<file path="config.mk">
export PLATFORM = sky130hd
export DESIGN_NAME = shift_add_multiplier_flat
export DESIGN_NICKNAME = d
export VERILOG_FILES = /design/src/rtl/mul_pkg.sv /design/src/rtl/shift_add_multiplier_if.sv /design/src/rtl/full_adder_structural.sv /design/src/rtl/partial_product_adder.sv /design/src/rtl/shift_add_multiplier.sv /design/src/flat_wrapper.sv
export SDC_FILE = /design/constraint.sdc
export NUM_CORES = 1
export LEC_CHECK = 0
export ABC_AREA = 0
export CAP_MARGIN = 20
export CORE_ASPECT_RATIO = 1.5
export CORE_UTILIZATION = 55
export CTS_CLUSTER_DIAMETER = 120
export DETAILED_ROUTE_END_ITERATION = 7
export GPL_TIMING_DRIVEN = 0
export PLACE_DENSITY = 0.79
export SKIP_CTS_REPAIR_TIMING = 1
export SLEW_MARGIN = 40
export SYNTH_ARGS = -nofsm -noshare
export SYNTH_HDL_FRONTEND = slang
export SYNTH_SLANG_ARGS = --single-unit
</file>
<file path="constraint.sdc">
create_clock -name clk -period 4.6 [get_ports clk]
set_input_delay 0.69 -clock clk [delete_from_list [all_inputs] [get_ports clk]]
set_output_delay 0.69 -clock clk [all_outputs]
set_load 0.01 [all_outputs]
</file>
<file path="src/rtl/mul_pkg.sv">
// Shared types and constants for the shift-and-add multiplier.
package mul_pkg;

  typedef enum logic [1:0] {
    IDLE = 2'b00,
    BUSY = 2'b01,
    DONE = 2'b10
  } state_t;

  localparam int unsigned DEFAULT_WIDTH = 4;

  // Step counter must hold 0..WIDTH.
  function automatic int unsigned count_width(input int unsigned width);
    return $clog2(width + 1);
  endfunction

endpackage

</file>
<file path="src/rtl/shift_add_multiplier_if.sv">
// Operand/result handshake bundle for shift_add_multiplier.
interface shift_add_multiplier_if
  import mul_pkg::*;
#(
  parameter int unsigned WIDTH = DEFAULT_WIDTH
);

  logic                 start_valid;
  logic                 start_ready;
  logic [WIDTH-1:0]     a;
  logic [WIDTH-1:0]     b;
  logic [2*WIDTH-1:0]   product;
  logic                 result_valid;
  logic                 result_ready;
  logic                 busy;

  modport master (
    output start_valid, a, b, result_ready,
    input  start_ready, product, result_valid, busy
  );

  modport slave (
    input  start_valid, a, b, result_ready,
    output start_ready, product, result_valid, busy
  );

endinterface

</file>
<file path="src/rtl/full_adder_structural.sv">
// One-bit full adder cell built from gate-level expressions.
module full_adder_structural (
  input  logic a,
  input  logic b,
  input  logic carry_in,
  output logic sum,
  output logic carry_out
);

  logic ab_xor;
  logic ab_and;
  logic c_and;

  assign ab_xor    = a ^ b;
  assign ab_and    = a & b;
  assign c_and     = ab_xor & carry_in;
  assign sum       = ab_xor ^ carry_in;
  assign carry_out = ab_and | c_and;

endmodule

</file>
<file path="src/rtl/partial_product_adder.sv">
// 2*WIDTH-bit ripple adder for the accumulate path; carry-in is zero and the
// final carry is never formed since the product cannot overflow.
module partial_product_adder #(
  parameter int unsigned WIDTH = 4
) (
  input  logic [2*WIDTH-1:0] a,
  input  logic [2*WIDTH-1:0] b,
  output logic [2*WIDTH-1:0] sum
);

  localparam int unsigned PW = 2 * WIDTH;

  logic [PW-1:0] carry;

  assign carry[0] = 1'b0;

  for (genvar i = 0; i < PW - 1; i++) begin : g_fa
    full_adder_structural u_fa (
      .a         (a[i]),
      .b         (b[i]),
      .carry_in  (carry[i]),
      .sum       (sum[i]),
      .carry_out (carry[i+1])
    );
  end

  // MSB needs only the sum; its carry would be discarded.
  assign sum[PW-1] = a[PW-1] ^ b[PW-1] ^ carry[PW-1];

endmodule

</file>
<file path="src/rtl/shift_add_multiplier.sv">
// Sequential unsigned WIDTH x WIDTH multiplier, one shift-and-add step per clock.
// Optional early termination on exhausted multiplier: SHIFT_ADD_MUL_EARLY_TERM_EN.
module shift_add_multiplier
  import mul_pkg::*;
#(
  parameter int unsigned WIDTH = DEFAULT_WIDTH
) (
  input  logic                  clk,
  input  logic                  rst_n,
  shift_add_multiplier_if.slave bus
);

  localparam int unsigned PW = 2 * WIDTH;
  localparam int unsigned CW = count_width(WIDTH);

  if (WIDTH < 2 || WIDTH > 16) begin : g_bad_width
    $error("shift_add_multiplier: WIDTH must be in 2..16");
  end

  state_t          state_q;
  state_t          state_d;
  logic [PW-1:0]   acc_q;
  logic [PW-1:0]   mcand_q;
  logic [WIDTH-1:0] mplier_q;
  logic [CW-1:0]   count_q;
  logic [PW-1:0]   product_q;
  logic            start_ready_q;
  logic            busy_q;
  logic            result_valid_q;

  logic            load;
  logic            step;
  logic            finish;
  logic            last_step;
  logic            start_ready_d;
  logic            busy_d;
  logic            result_valid_d;

  logic [PW-1:0]    sum;
  logic [PW-1:0]    acc_step;
  logic [PW-1:0]    mcand_step;
  logic [WIDTH-1:0] mplier_step;
  logic [CW-1:0]    count_step;

  partial_product_adder #(.WIDTH(WIDTH)) u_ppa (
    .a   (acc_q),
    .b   (mcand_q),
    .sum (sum)
  );

  assign acc_step    = mplier_q[0] ? sum : acc_q;
  assign mcand_step  = mcand_q << 1;
  assign mplier_step = mplier_q >> 1;
  assign count_step  = CW'(count_q + CW'(1));

`ifdef SHIFT_ADD_MUL_EARLY_TERM_EN
  assign last_step = (count_q == CW'(WIDTH - 1)) || (mplier_step == '0);
`else
  assign last_step = (count_q == CW'(WIDTH - 1));
`endif

  // State register
  always_ff @(posedge clk or negedge rst_n) begin
    if (!rst_n) begin
      state_q <= IDLE;
    end else begin
      state_q <= state_d;
    end
  end

  // Next-state and control decode
  always_comb begin
    state_d = state_q;
    load    = 1'b0;
    step    = 1'b0;
    finish  = 1'b0;
    case (state_q)
      IDLE: begin
        if (bus.start_valid && start_ready_q) begin
          state_d = BUSY;
          load    = 1'b1;
        end
      end
      BUSY: begin
        step = 1'b1;
        if (last_step) begin
          state_d = DONE;
          finish  = 1'b1;
        end
      end
      DONE: begin
        if (bus.result_ready) begin
          state_d = IDLE;
        end
      end
      default: state_d = IDLE;
    endcase
    start_ready_d  = (state_d == IDLE);
    busy_d         = (state_d == BUSY);
    result_valid_d = (state_d == DONE);
  end

  // Status flags registered alongside the state so outputs come from flops
  always_ff @(posedge clk or negedge rst_n) begin
    if (!rst_n) begin
      start_ready_q  <= 1'b1;
      busy_q         <= 1'b0;
      result_valid_q <= 1'b0;
    end else begin
      start_ready_q  <= start_ready_d;
      busy_q         <= busy_d;
      result_valid_q <= result_valid_d;
    end
  end

  // Shift-and-add datapath
  always_ff @(posedge clk or negedge rst_n) begin
    if (!rst_n) begin
      acc_q    <= '0;
      mcand_q  <= '0;
      mplier_q <= '0;
      count_q  <= '0;
    end else if (load) begin
      acc_q    <= '0;
      mcand_q  <= {WIDTH'(0), bus.a};
      mplier_q <= bus.b;
      count_q  <= '0;
    end else if (step) begin
      acc_q    <= acc_step;
      mcand_q  <= mcand_step;
      mplier_q <= mplier_step;
      count_q  <= count_step;
    end
  end

  // Product only changes when a new result is completed
  always_ff @(posedge clk or negedge rst_n) begin
    if (!rst_n) begin
      product_q <= '0;
    end else if (finish) begin
      product_q <= acc_step;
    end
  end

  assign bus.start_ready  = start_ready_q;
  assign bus.busy         = busy_q;
  assign bus.result_valid = result_valid_q;
  assign bus.product      = product_q;

endmodule

</file>
<file path="src/flat_wrapper.sv">
// flat-port wrapper written by rule: the top's interface ports become plain ports
module shift_add_multiplier_flat import mul_pkg::*;
#(
  parameter int unsigned WIDTH = DEFAULT_WIDTH
)
  (clk, rst_n, bus_start_valid, bus_a, bus_b, bus_result_ready, bus_start_ready, bus_product, bus_result_valid, bus_busy);
  shift_add_multiplier_if #(.WIDTH(WIDTH)) bus_i ();
  input  logic clk;
  input  logic rst_n;
  input wire logic [$bits(bus_i.start_valid)-1:0] bus_start_valid;
  input wire logic [$bits(bus_i.a)-1:0] bus_a;
  input wire logic [$bits(bus_i.b)-1:0] bus_b;
  input wire logic [$bits(bus_i.result_ready)-1:0] bus_result_ready;
  output wire logic [$bits(bus_i.start_ready)-1:0] bus_start_ready;
  output wire logic [$bits(bus_i.product)-1:0] bus_product;
  output wire logic [$bits(bus_i.result_valid)-1:0] bus_result_valid;
  output wire logic [$bits(bus_i.busy)-1:0] bus_busy;
  assign bus_i.start_valid = bus_start_valid;
  assign bus_i.a = bus_a;
  assign bus_i.b = bus_b;
  assign bus_i.result_ready = bus_result_ready;
  assign bus_start_ready = bus_i.start_ready;
  assign bus_product = bus_i.product;
  assign bus_result_valid = bus_i.result_valid;
  assign bus_busy = bus_i.busy;
  shift_add_multiplier #(.WIDTH(WIDTH)) u_core (.clk(clk), .rst_n(rst_n), .bus(bus_i));
endmodule
</file>
After elaboration in Yosys (flattened, before gate mapping). Cells that the tools add are included.

Word-level logic and storage cells: 71. Output and inout bits: 11. Input port bits: 12. Register bits after elaboration: 36.

Reduce and logical (&&, ||, !) cells: 4. Muxes and demuxes: 18. Equal/unequal tests: 5. Bitwise logic cells: 34. $add $sub $neg: 1.

Operators with widths (count): $mux 8 (5); $xor 1x1->1 (15); $and 1x1->1 (13); $mux 4 (2); $mux 2 (3); $mux 3 (2); $or 1x1->1 (6); $pmux 2 s3 (1); $mux 1 (5); $eq 2x1->1 const B (2); $eq 2x2->1 const B (2); $logic_not 2->1 (2); $add 3x1->3 const B (1); $eq 3x2->1 const B (1); $reduce_bool 2->1 (1); $logic_and 1x1->1 (1).

Depth between registers and ports, before layout. Gate-level depths: netlist of run 1.

Depth after elaboration: 17. Depth in mapped cells: 12. Mapped depth without buffers: 12.

Modules after synthesis. A second synthesis of run 1 with hierarchy kept.

Cells, all modules: 155. Area total of the unflattened synthesis: 1761.7 µm².

By module, submodules not included: shift_add_multiplier (instances 1, cells an instance 146, sequential area each 902.1 µm², area an instance 1594.0 µm²); full_adder_structural (instances 7, cells an instance 1, sequential area each 0.0 µm², area an instance 20.0 µm²); partial_product_adder (instances 1, cells an instance 2, sequential area each 0.0 µm², area an instance 27.5 µm²).

Worst setup path after synthesis of run 1. Ideal clock, no wire load.

Path type: reg2reg. Start: register u_core.mcand_q[0]. End: register u_core.product_q[7], in the netlist u_core.bus.product[7]. Library setup time: 0.124 ns. Required time: 4.476 ns. Buffers on the path: 0. Cell stages (with the launch flop): 13. Arrival time: 3.617 ns. Period minus slack after synthesis: 3.740 ns. Setup slack: 0.860 ns. Path through: dfrtp_1 ha_1 fa_1 fa_1 fa_1 fa_1 inv_1 fa_1 inv_1 fa_1 xnor2_1 nor3_1 o31a_1.

Cells in the longest elaborated chain, start to end: 15.

Ends and longest elaborated chain: start: declaration (line shift_add_multiplier.sv:23) `logic [PW-1:0] mcand_q;`; start signal: assignment (line shift_add_multiplier.sv:125) `mcand_q <= {WIDTH'(0), bus.a};`; start signal: assignment (line shift_add_multiplier.sv:130) `mcand_q <= mcand_step;`; $and 1x1->1 (line full_adder_structural.sv:15) `assign ab_and = a & b;`; $and 1x1->1 (line full_adder_structural.sv:16) `assign c_and = ab_xor & carry_in;`; $or 1x1->1 (line full_adder_structural.sv:18) `assign carry_out = ab_and | c_and;`; $and 1x1->1 (line full_adder_structural.sv:16); $or 1x1->1 (line full_adder_structural.sv:18); $and 1x1->1 (line full_adder_structural.sv:16); $or 1x1->1 (line full_adder_structural.sv:18); $and 1x1->1 (line full_adder_structural.sv:16); $or 1x1->1 (line full_adder_structural.sv:18); $and 1x1->1 (line full_adder_structural.sv:16); $or 1x1->1 (line full_adder_structural.sv:18); $and 1x1->1 (line full_adder_structural.sv:16); $or 1x1->1 (line full_adder_structural.sv:18); $xor 1x1->1 (line partial_product_adder.sv:28) `assign sum[PW-1] = a[PW-1] ^ b[PW-1] ^ carry[PW-1];`; $mux 8 (line shift_add_multiplier.sv:51) `assign acc_step = mplier_q[0] ? sum : acc_q;`; end signal: assignment (line shift_add_multiplier.sv:141) `product_q <= acc_step;`; end: declaration (line shift_add_multiplier.sv:26) `logic [PW-1:0] product_q;`.

No other way between the ends. A chain may end at the register's enable or synchronous reset.

Worst setup path in the final report of run 1. Same ends and word-level chain as after synthesis.

==> impl_table.tex, run 1 <==
\begin{tabular}{lr}
\hline
Metric & Value \\
\hline
\multicolumn{2}{l}{\textbf{Run status}} \\
\quad Outcome & finished, final reports clean \\
\multicolumn{2}{l}{\textbf{Layout}} \\
\quad Area used by multi-input combinational logic & 855 µm² \\
\quad Area overhead of the layout relative to synthesis & 20.4\% \\
\quad Count of nets after finishing & 211 \\
\quad Flip-flop and latch area & 902 µm² \\
\quad Cell Count, Final, Fillers Out & 231 \\
\quad Number of fill cells & 257 \\
\quad Antenna diode instance count & 0 \\
\quad Fraction of final layout cells sized beyond drive strength 1 & 13.6\% \\
\multicolumn{2}{l}{\textbf{CTS}} \\
\quad CTS sink count & 36 \\
\quad CTS Buf Count & 5 \\
\quad CTS tree & yes \\
\quad H-tree lvl count & 2 \\
\quad Clock-pin slew reported for the worst setup and hold paths after clock tree synthesis & 0.07 ns \\
\quad Clock Latency Late Sink & 0.28 ns \\
\quad CTS Root Cell & sky130\_fd\_sc\_hd\_\_clkbuf\_8 \\
\quad Number of buffers on the longest clock path & 2 \\
\multicolumn{2}{l}{\textbf{STA}} \\
\quad Fmax & 253 MHz \\
\quad Final Hold Violating Endpoints & 0 \\
\quad Minimum clock period & 3.95 ns \\
\quad Final Max Slew Viols & 0 \\
\quad Crit share post-route & 85.9\% \\
\quad Skew final & 0.00517 ns \\
\quad Max\_slew headroom & 72.9\% \\
\quad Setup TNS Final & 0 ns \\
\quad Number of failing setup endpoints in the final timing report & 0 \\
\quad Actual transition at the worst max-transition pin & 0.406 ns \\
\quad Hold WS & 0.316 ns \\
\quad Unrepaired setup endpoints after global routing & no \\
\multicolumn{2}{l}{\textbf{Synthesis}} \\
\quad Dominant synthesized flop cell & sky130\_fd\_sc\_hd\_\_dfrtp\_1 \\
\quad Cell Area, Synth & 0.00188 mm² \\
\quad Mean instance size in the synthesized netlist & 11.7 µm² \\
\quad Synthesis-stage register bit count & 36 \\
\quad Main area contributors after synthesis & sky130\_fd\_sc\_hd\_\_dfrtp\_1 (47\%), sky130\_fd\_sc\_hd\_\_a22o\_1 (6.5\%), sky130\_fd\_sc\_hd\_\_fa\_1 (6.4\%), sky130\_fd\_sc\_hd\_\_buf\_6 (3.6\%), sky130\_fd\_sc\_hd\_\_a22oi\_1 (3.2\%) \\
\quad YS warnings & 0 \\
\quad Yosys top cell by area & sky130\_fd\_sc\_hd\_\_dfrtp\_1 \\
\quad Number of library cell types mapped by synthesis & 37 \\
\quad Synth cell count leaders & sky130\_fd\_sc\_hd\_\_dfrtp\_1 (35), sky130\_fd\_sc\_hd\_\_a22o\_1 (14), sky130\_fd\_sc\_hd\_\_nand2\_1 (14) \\
\quad Number of synthesized flops with an enable pin & 0 \\
\quad Synth async-reset ratio & 100\% \\
\quad Post-synthesis net count & 181 \\
\quad Library cell with the highest instance count after synthesis & sky130\_fd\_sc\_hd\_\_dfrtp\_1 \\
\quad Seq/Total Area, Yosys & 48.0\% \\
\quad Post-synthesis instance total & 160 \\
\quad Post-synth top area share & 46.6\% \\
\multicolumn{2}{l}{\textbf{Hold path}} \\
\quad Min-Delay Path Class & in -> async \\
\multicolumn{2}{l}{\textbf{Drt}} \\
\quad Wire length per cell after detailed routing & 16.2 µm \\
\quad Iteration-0 DRC count of the detailed router & 41 \\
\quad Total routed wirelength & 3750 µm \\
\quad DRC violation count after routing & 0 \\
\quad Vias & 1,291 \\
\quad Vias per std cell & 5.59 \\
\quad Remaining antenna violation count & 0 \\
\quad Detailed Routing Iterations Pass 1 & 4 \\
\multicolumn{2}{l}{\textbf{Critical path}} \\
\quad Required time of the critical path & 4.77 ns \\
\quad Kind of start point of the critical path & flop \\
\quad Cell family with most CP delay & adder cells \\
\quad Slowest cell on the critical path & sky130\_fd\_sc\_hd\_\_fa\_1 \\
\quad Crit path top cell by count & sky130\_fd\_sc\_hd\_\_fa\_1 \\
\quad Number of cells on the critical path & 12 \\
\quad Maximum fanout count along the critical path & 4 \\
\quad Logic depth of the worst register-to-register path & 12 \\
\quad Buf+Inv Stages, Crit Path & 2 \\
\quad Cell Chain, Critical Path & ha\_1 -> fa\_1 -> fa\_1 -> fa\_1 -> fa\_1 -> inv\_1 -> fa\_1 -> inv\_1 -> fa\_1 -> xnor2\_1 -> nor3\_1 -> o31a\_1 \\
\quad Crit path kind & reg -> reg \\
\quad Type of element capturing the critical path & flop \\
\quad Crit path DAT & 4.12 ns \\
\quad Largest incremental delay on the critical path & 0.48 ns \\
\multicolumn{2}{l}{\textbf{Power and ir drop}} \\
\quad LEAKAGE & 1.11 nW \\
\quad Worst IR drop on VDD & 0.463 mV \\
\quad Power density normalized to cell area & 648 mW/mm² \\
\quad Power Total & 0.00147 W \\
\multicolumn{2}{l}{\textbf{Die}} \\
\quad I/O pin count & 23 \\
\quad Number of standard-cell rows in the floorplan & 25 \\
\quad Die height & 73.6 µm \\
\quad Area of the die & 0.00366 mm² \\
\quad Chip Width & 49.7 µm \\
\quad Total core area & 0.00319 mm² \\
\quad Initial core utilization & 58.9\% \\
\multicolumn{2}{l}{\textbf{Placed design}} \\
\quad Number of placed instances, taps included & 223 \\
\quad Post-DP HPWL & 2790 µm \\
\quad Final weighted congestion in routability-driven placement & 0.799 \\
\quad Count of input and output buffers & 22 \\
\multicolumn{2}{l}{\textbf{Global route}} \\
\quad First-pass GRT wire length & 6640 µm \\
\quad Largest net degree at the start of global routing & 23 \\
\quad Via count of the first global-routing pass & 1,491 \\
\quad Total track usage & 24.7\% \\
\quad Congestion Overflow GR & 0 \\
\quad Number of antenna violations at the first check in global routing & 0 \\
\multicolumn{2}{l}{\textbf{Flow run}} \\
\quad Number of max-cap violations & 0 \\
\hline
\end{tabular}
cells by family after synthesis:
group,after synthesis,synth area share (%)
AOI/OAI and AO/OA,54,21.5
muxes,3,1.73
DFF,36,48.0
xor gates and xnor gates,2,0.933
buffers and inverters,18,6.46
and+or+nand+nor,38,12.9
adders and majority gates,9,8.39
per-layer routing:
metal  GRT usage (%)  part of all wire (%)  vias up
li1                -                     -      625
met1            28.3                    41      634
met2            44.1                    55       25
met3            3.93                   2.2        7
met4            12.4                   1.9        0
met5               0                     0        -
worst paths after layout:
| path | end | from | slack [ns] |
|---|---|---|---|
| worst max-delay path | u_core.bus.product[7] | u_core.mcand_q[0] | 0.65 |
| worst min-delay path | u_core.mcand_q[0] | rst_n | 0.32 |
| worst max register to register | u_core.bus.product[7] | u_core.mcand_q[0] | 0.65 |
| worst min register to register | u_core.bus.product[0] | u_core.bus.product[0] | 0.48 |
| max in group asynchronous | u_core.bus.product[6] | rst_n | 3.85 |
| min in group clk | u_core.bus.product[0] | u_core.bus.product[0] | 0.48 |
layout by cell type, fill, tap and decap left out, drive strengths merged, types with 6 or more instances in the layout:
master,count
o21ai,9
o2bb2ai,6
inv,8
buf,11
nand2,14
a21oi,7
clkbuf,9
a22oi,8
a22o,14
nor2b,10
clkdlybuf4s50,21
a21o,6
fa,6
dfrtp,35
metrics by stage:
| stage | setup WS (ns) | utilization [%] | area [µm²] |
|---|---|---|---|
| after floorplan | 0.860 | - | 1880 |
| after global placement | 0.715 | 67.3 | 2150 |
| after detailed placement | 0.652 | 68.0 | 2170 |
| after CTS | 0.633 | 70.9 | 2260 |
| after global routing | 0.466 | 70.9 | 2260 |
| final | 0.649 | 70.9 | 2260 |
layout make-up:
cell class / instances / area share [%]
plain buffers: 10 / 4.04
clock buffers: 8 / 3.98
inverters: 8 / 1.33
multi-input cells: 106 / 37.8
flip-flops and latches: 36 / 39.9
well taps: 40 / 2.21
repair buffers: 23 / 10.7
power breakdown:
group	total [W]	switching [W]	internal, W
clock network	0.000228	0.000106	0.000122
logic	0.000700	0.000337	0.000363
registers	0.000538	0.0000994	0.000438
state kept, by name, summed over array words and instances (netlist names):
name                     count
u_core.count_q               3
u_core.bus.start_ready       1
u_core.acc_q                 8
u_core.bus.product           8
u_core.bus.result_valid      1
u_core.mplier_q              4
u_core.bus.busy              1
u_core.mcand_q               8
u_core.state_q               2
Power figures use the tool's default switching activity.
==> run 2: changes to the inputs <==
Settings changed: SETUP_SLACK_MARGIN set to 0.4.
==> results of run 2 <==
No change in the layout: final DEF, timing and power equal those of run 1.
==> run 3: changes to the inputs <==
Settings changed: ABC_CLOCK_PERIOD_IN_PS set to 4600, CORE_MARGIN set to 2, GPL_ROUTABILITY_DRIVEN set to 0.
==> run 3 against run 2 <==
Net effect: largest cell class unchanged; sequential power about the same; clock-buffer cell count shrank 1; first-iteration DRC count down 12%; clock skew rose by 0.0027 ns; worst hold slack got worse by 0.0077 ns; power rose by 5.0%; clock power rose by 29%; largest power group unchanged; non-clock buffer count is the same; utilization decreased by 2.2 points.
==> impl_table.tex, run 3 (synthesized netlist as in run 1, its figures left out) <==
\begin{tabular}{lr}
\hline
Metric & Value \\
\hline
\multicolumn{2}{l}{\textbf{Critical path}} \\
\quad Register-to-Register Setup Slack & 0.68 ns (+0.03 ns) \\
\quad Type of element capturing the critical path & flop \\
\quad Required time of the critical path & 4.77 ns (about the same) \\
\quad Kind of start point of the critical path & flop \\
\quad Maximum fanout count along the critical path & 4 (unchanged) \\
\quad Crit path DAT & 4.09 ns (-0.03 ns) \\
\quad Crit path kind & reg -> reg \\
\multicolumn{2}{l}{\textbf{CTS}} \\
\quad Number of buffers on the longest clock path & 2 (unchanged) \\
\quad Clock Latency Late Sink & 0.28 ns (about the same) \\
\quad CTS sink count & 36 (unchanged) \\
\quad H-tree lvl count & 2 (unchanged) \\
\quad CTS Buf Count & 5 (unchanged) \\
\quad CTS tree & yes \\
\quad Clock-pin slew reported for the worst setup and hold paths after clock tree synthesis & 0.07 ns (about the same) \\
\quad CTS Root Cell & sky130\_fd\_sc\_hd\_\_clkbuf\_8 \\
\multicolumn{2}{l}{\textbf{Drt}} \\
\quad Remaining antenna violation count & 0 (unchanged) \\
\quad Detailed Routing Iterations Pass 1 & 4 (unchanged) \\
\quad Vias & 1,312 (+1.6\%) \\
\quad Iteration-0 DRC count of the detailed router & 36 (-12\%) \\
\quad Total routed wirelength & 3730 µm (-0.43\%) \\
\quad Wire length per cell after detailed routing & 16.0 µm (-1.3\%) \\
\quad Vias per std cell & 5.63 (+0.75\%) \\
\quad DRC violation count after routing & 0 (unchanged) \\
\multicolumn{2}{l}{\textbf{STA}} \\
\quad Crit share post-route & 85.3\% (-0.60 points) \\
\quad Fmax & 255 MHz (+0.71\%) \\
\quad Unrepaired setup endpoints after global routing & no \\
\quad Minimum clock period & 3.92 ns (-0.0278 ns) \\
\quad Max\_slew headroom & 72.2\% (-0.75 points) \\
\quad Setup TNS Final & 0 ns (unchanged) \\
\quad Skew final & 0.00788 ns (+0.00272 ns) \\
\quad Final Max Slew Viols & 0 (unchanged) \\
\quad Final Hold Violating Endpoints & 0 (unchanged) \\
\quad Actual transition at the worst max-transition pin & 0.417 ns (+0.0112 ns) \\
\quad Hold WS & 0.309 ns (-0.00769 ns) \\
\quad Number of failing setup endpoints in the final timing report & 0 (unchanged) \\
\multicolumn{2}{l}{\textbf{Placed design}} \\
\quad Post-DP HPWL & 2740 µm (-2.1\%) \\
\quad Count of input and output buffers & 22 (unchanged) \\
\multicolumn{2}{l}{\textbf{Die}} \\
\quad Initial core utilization & 56.0\% (-2.8 points) \\
\quad I/O pin count & 23 (unchanged) \\
\quad Area of the die & 0.00391 mm² (+6.9\%) \\
\quad Die height & 75.6 µm (+2.7\%) \\
\quad Total core area & 0.00335 mm² (+5.0\%) \\
\quad Chip Width & 51.7 µm (+4.0\%) \\
\quad Number of standard-cell rows in the floorplan & 26 (+4.0\%) \\
\multicolumn{2}{l}{\textbf{Layout}} \\
\quad Fraction of final layout cells sized beyond drive strength 1 & 14.7\% (+1.0 points) \\
\quad Commonest cells after routing, fill and taps aside & sky130\_fd\_sc\_hd\_\_dfrtp\_1 (35), sky130\_fd\_sc\_hd\_\_clkdlybuf4s50\_1 (21), sky130\_fd\_sc\_hd\_\_nand2\_1 (14), sky130\_fd\_sc\_hd\_\_a22o\_1 (14) \\
\quad Count of nets after finishing & 211 (unchanged) \\
\quad Antenna diode instance count & 0 (unchanged) \\
\quad Area overhead of the layout relative to synthesis & 22.5\% \\
\quad Most common cell after layout, fill and taps aside & sky130\_fd\_sc\_hd\_\_dfrtp\_1 \\
\multicolumn{2}{l}{\textbf{Global route}} \\
\quad Via count of the first global-routing pass & 1,362 (-8.7\%) \\
\quad Congestion Overflow GR & 0 (unchanged) \\
\quad Total track usage & 21.9\% (-2.8 points) \\
\quad Largest net degree at the start of global routing & 25 (+8.7\%) \\
\quad Number of antenna violations at the first check in global routing & 0 (unchanged) \\
\quad First-pass GRT wire length & 6200 µm (-6.7\%) \\
\multicolumn{2}{l}{\textbf{Power and ir drop}} \\
\quad Power density normalized to cell area & 670 mW/mm² (+3.3\%) \\
\quad LEAKAGE & 1.13 nW (+1.7\%) \\
\quad Worst IR drop on VDD & 0.476 mV (+2.8\%) \\
\multicolumn{2}{l}{\textbf{Run status}} \\
\quad Outcome & finished, final reports clean \\
\multicolumn{2}{l}{\textbf{Flow run}} \\
\quad Number of max-cap violations & 0 (unchanged) \\
\multicolumn{2}{l}{\textbf{Hold path}} \\
\quad Min-Delay Path Class & in -> async \\
\hline
\end{tabular}
[run 3: layer usage]
metal,routed length [µm],global-route usage [%],up-vias
met4,64,10.8,0
met3,108,3.73,6
met2,2000,38.9,27
met1,1560,25.5,653
met5,0,0,-
li1,-,-,626
[run 3: where the power goes]
part	switching (W)	internal (W)	total, W
combinational	0.000344	0.000363	0.000707
sequential	0.000100	0.000438	0.000538
clock	0.000104	0.000191	0.000295
total	0.000547	0.000993	0.00154
[run 3: cell type report]
type | instances | area, µm²
Fill cell | 257 | 1050
Clock buffer | 7 | 96.3
Buffer | 10 | 91.3
Timing Repair Buffer | 23 | 243
Multi-Input combinational cell | 106 | 855
Sequential cell | 36 | 902
Tap cell | 42 | 52.6
Inverter | 8 | 30.0
Clock inverter | 1 | 30.0
[run 3: path summary, 6_finish.rpt]
kind	startpoint	end	depth (start not counted)
setup / recovery	u_core.mcand_q[0]	u_core.bus.product[7]	12
hold / removal	rst_n	u_core.bus.result_valid	1
setup reg to reg	u_core.mcand_q[0]	u_core.bus.product[7]	12
hold reg to reg	u_core.bus.product[2]	u_core.bus.product[2]	2
max in group asynchronous	rst_n	u_core.mplier_q[0]	2
min in group clk	u_core.bus.product[2]	u_core.bus.product[2]	2
[run 3: stage by stage]
step | power (W) | cells | worst slack, ns | cell area (µm²) | util (%)
2_1_floorplan | 0.00102 | 160 | 0.860 | 1880 | -
3_3_place_gp | 0.00121 | 224 | 0.727 | 2150 | 64.2
3_5_place_dp | 0.00124 | 225 | 0.668 | 2170 | 64.9
4_1_cts | 0.00155 | 233 | 0.647 | 2300 | 68.6
5_1_grt | 0.00165 | 233 | 0.507 | 2300 | 68.6
6_report | 0.00154 | 233 | 0.676 | 2300 | 68.6
[run 3: worst max-delay path, stage by stage, from the launching register on]
cell	delay, ns
sky130_fd_sc_hd__dfrtp_1	0.43
sky130_fd_sc_hd__ha_1	0.25
sky130_fd_sc_hd__fa_1	0.45
sky130_fd_sc_hd__fa_1	0.46
sky130_fd_sc_hd__fa_1	0.46
sky130_fd_sc_hd__fa_1	0.42
sky130_fd_sc_hd__inv_1	0.07
sky130_fd_sc_hd__fa_1	0.15
sky130_fd_sc_hd__inv_1	0.05
sky130_fd_sc_hd__fa_1	0.41
sky130_fd_sc_hd__xnor2_1	0.35
sky130_fd_sc_hd__nor3_1	0.08
sky130_fd_sc_hd__o31a_1	0.24
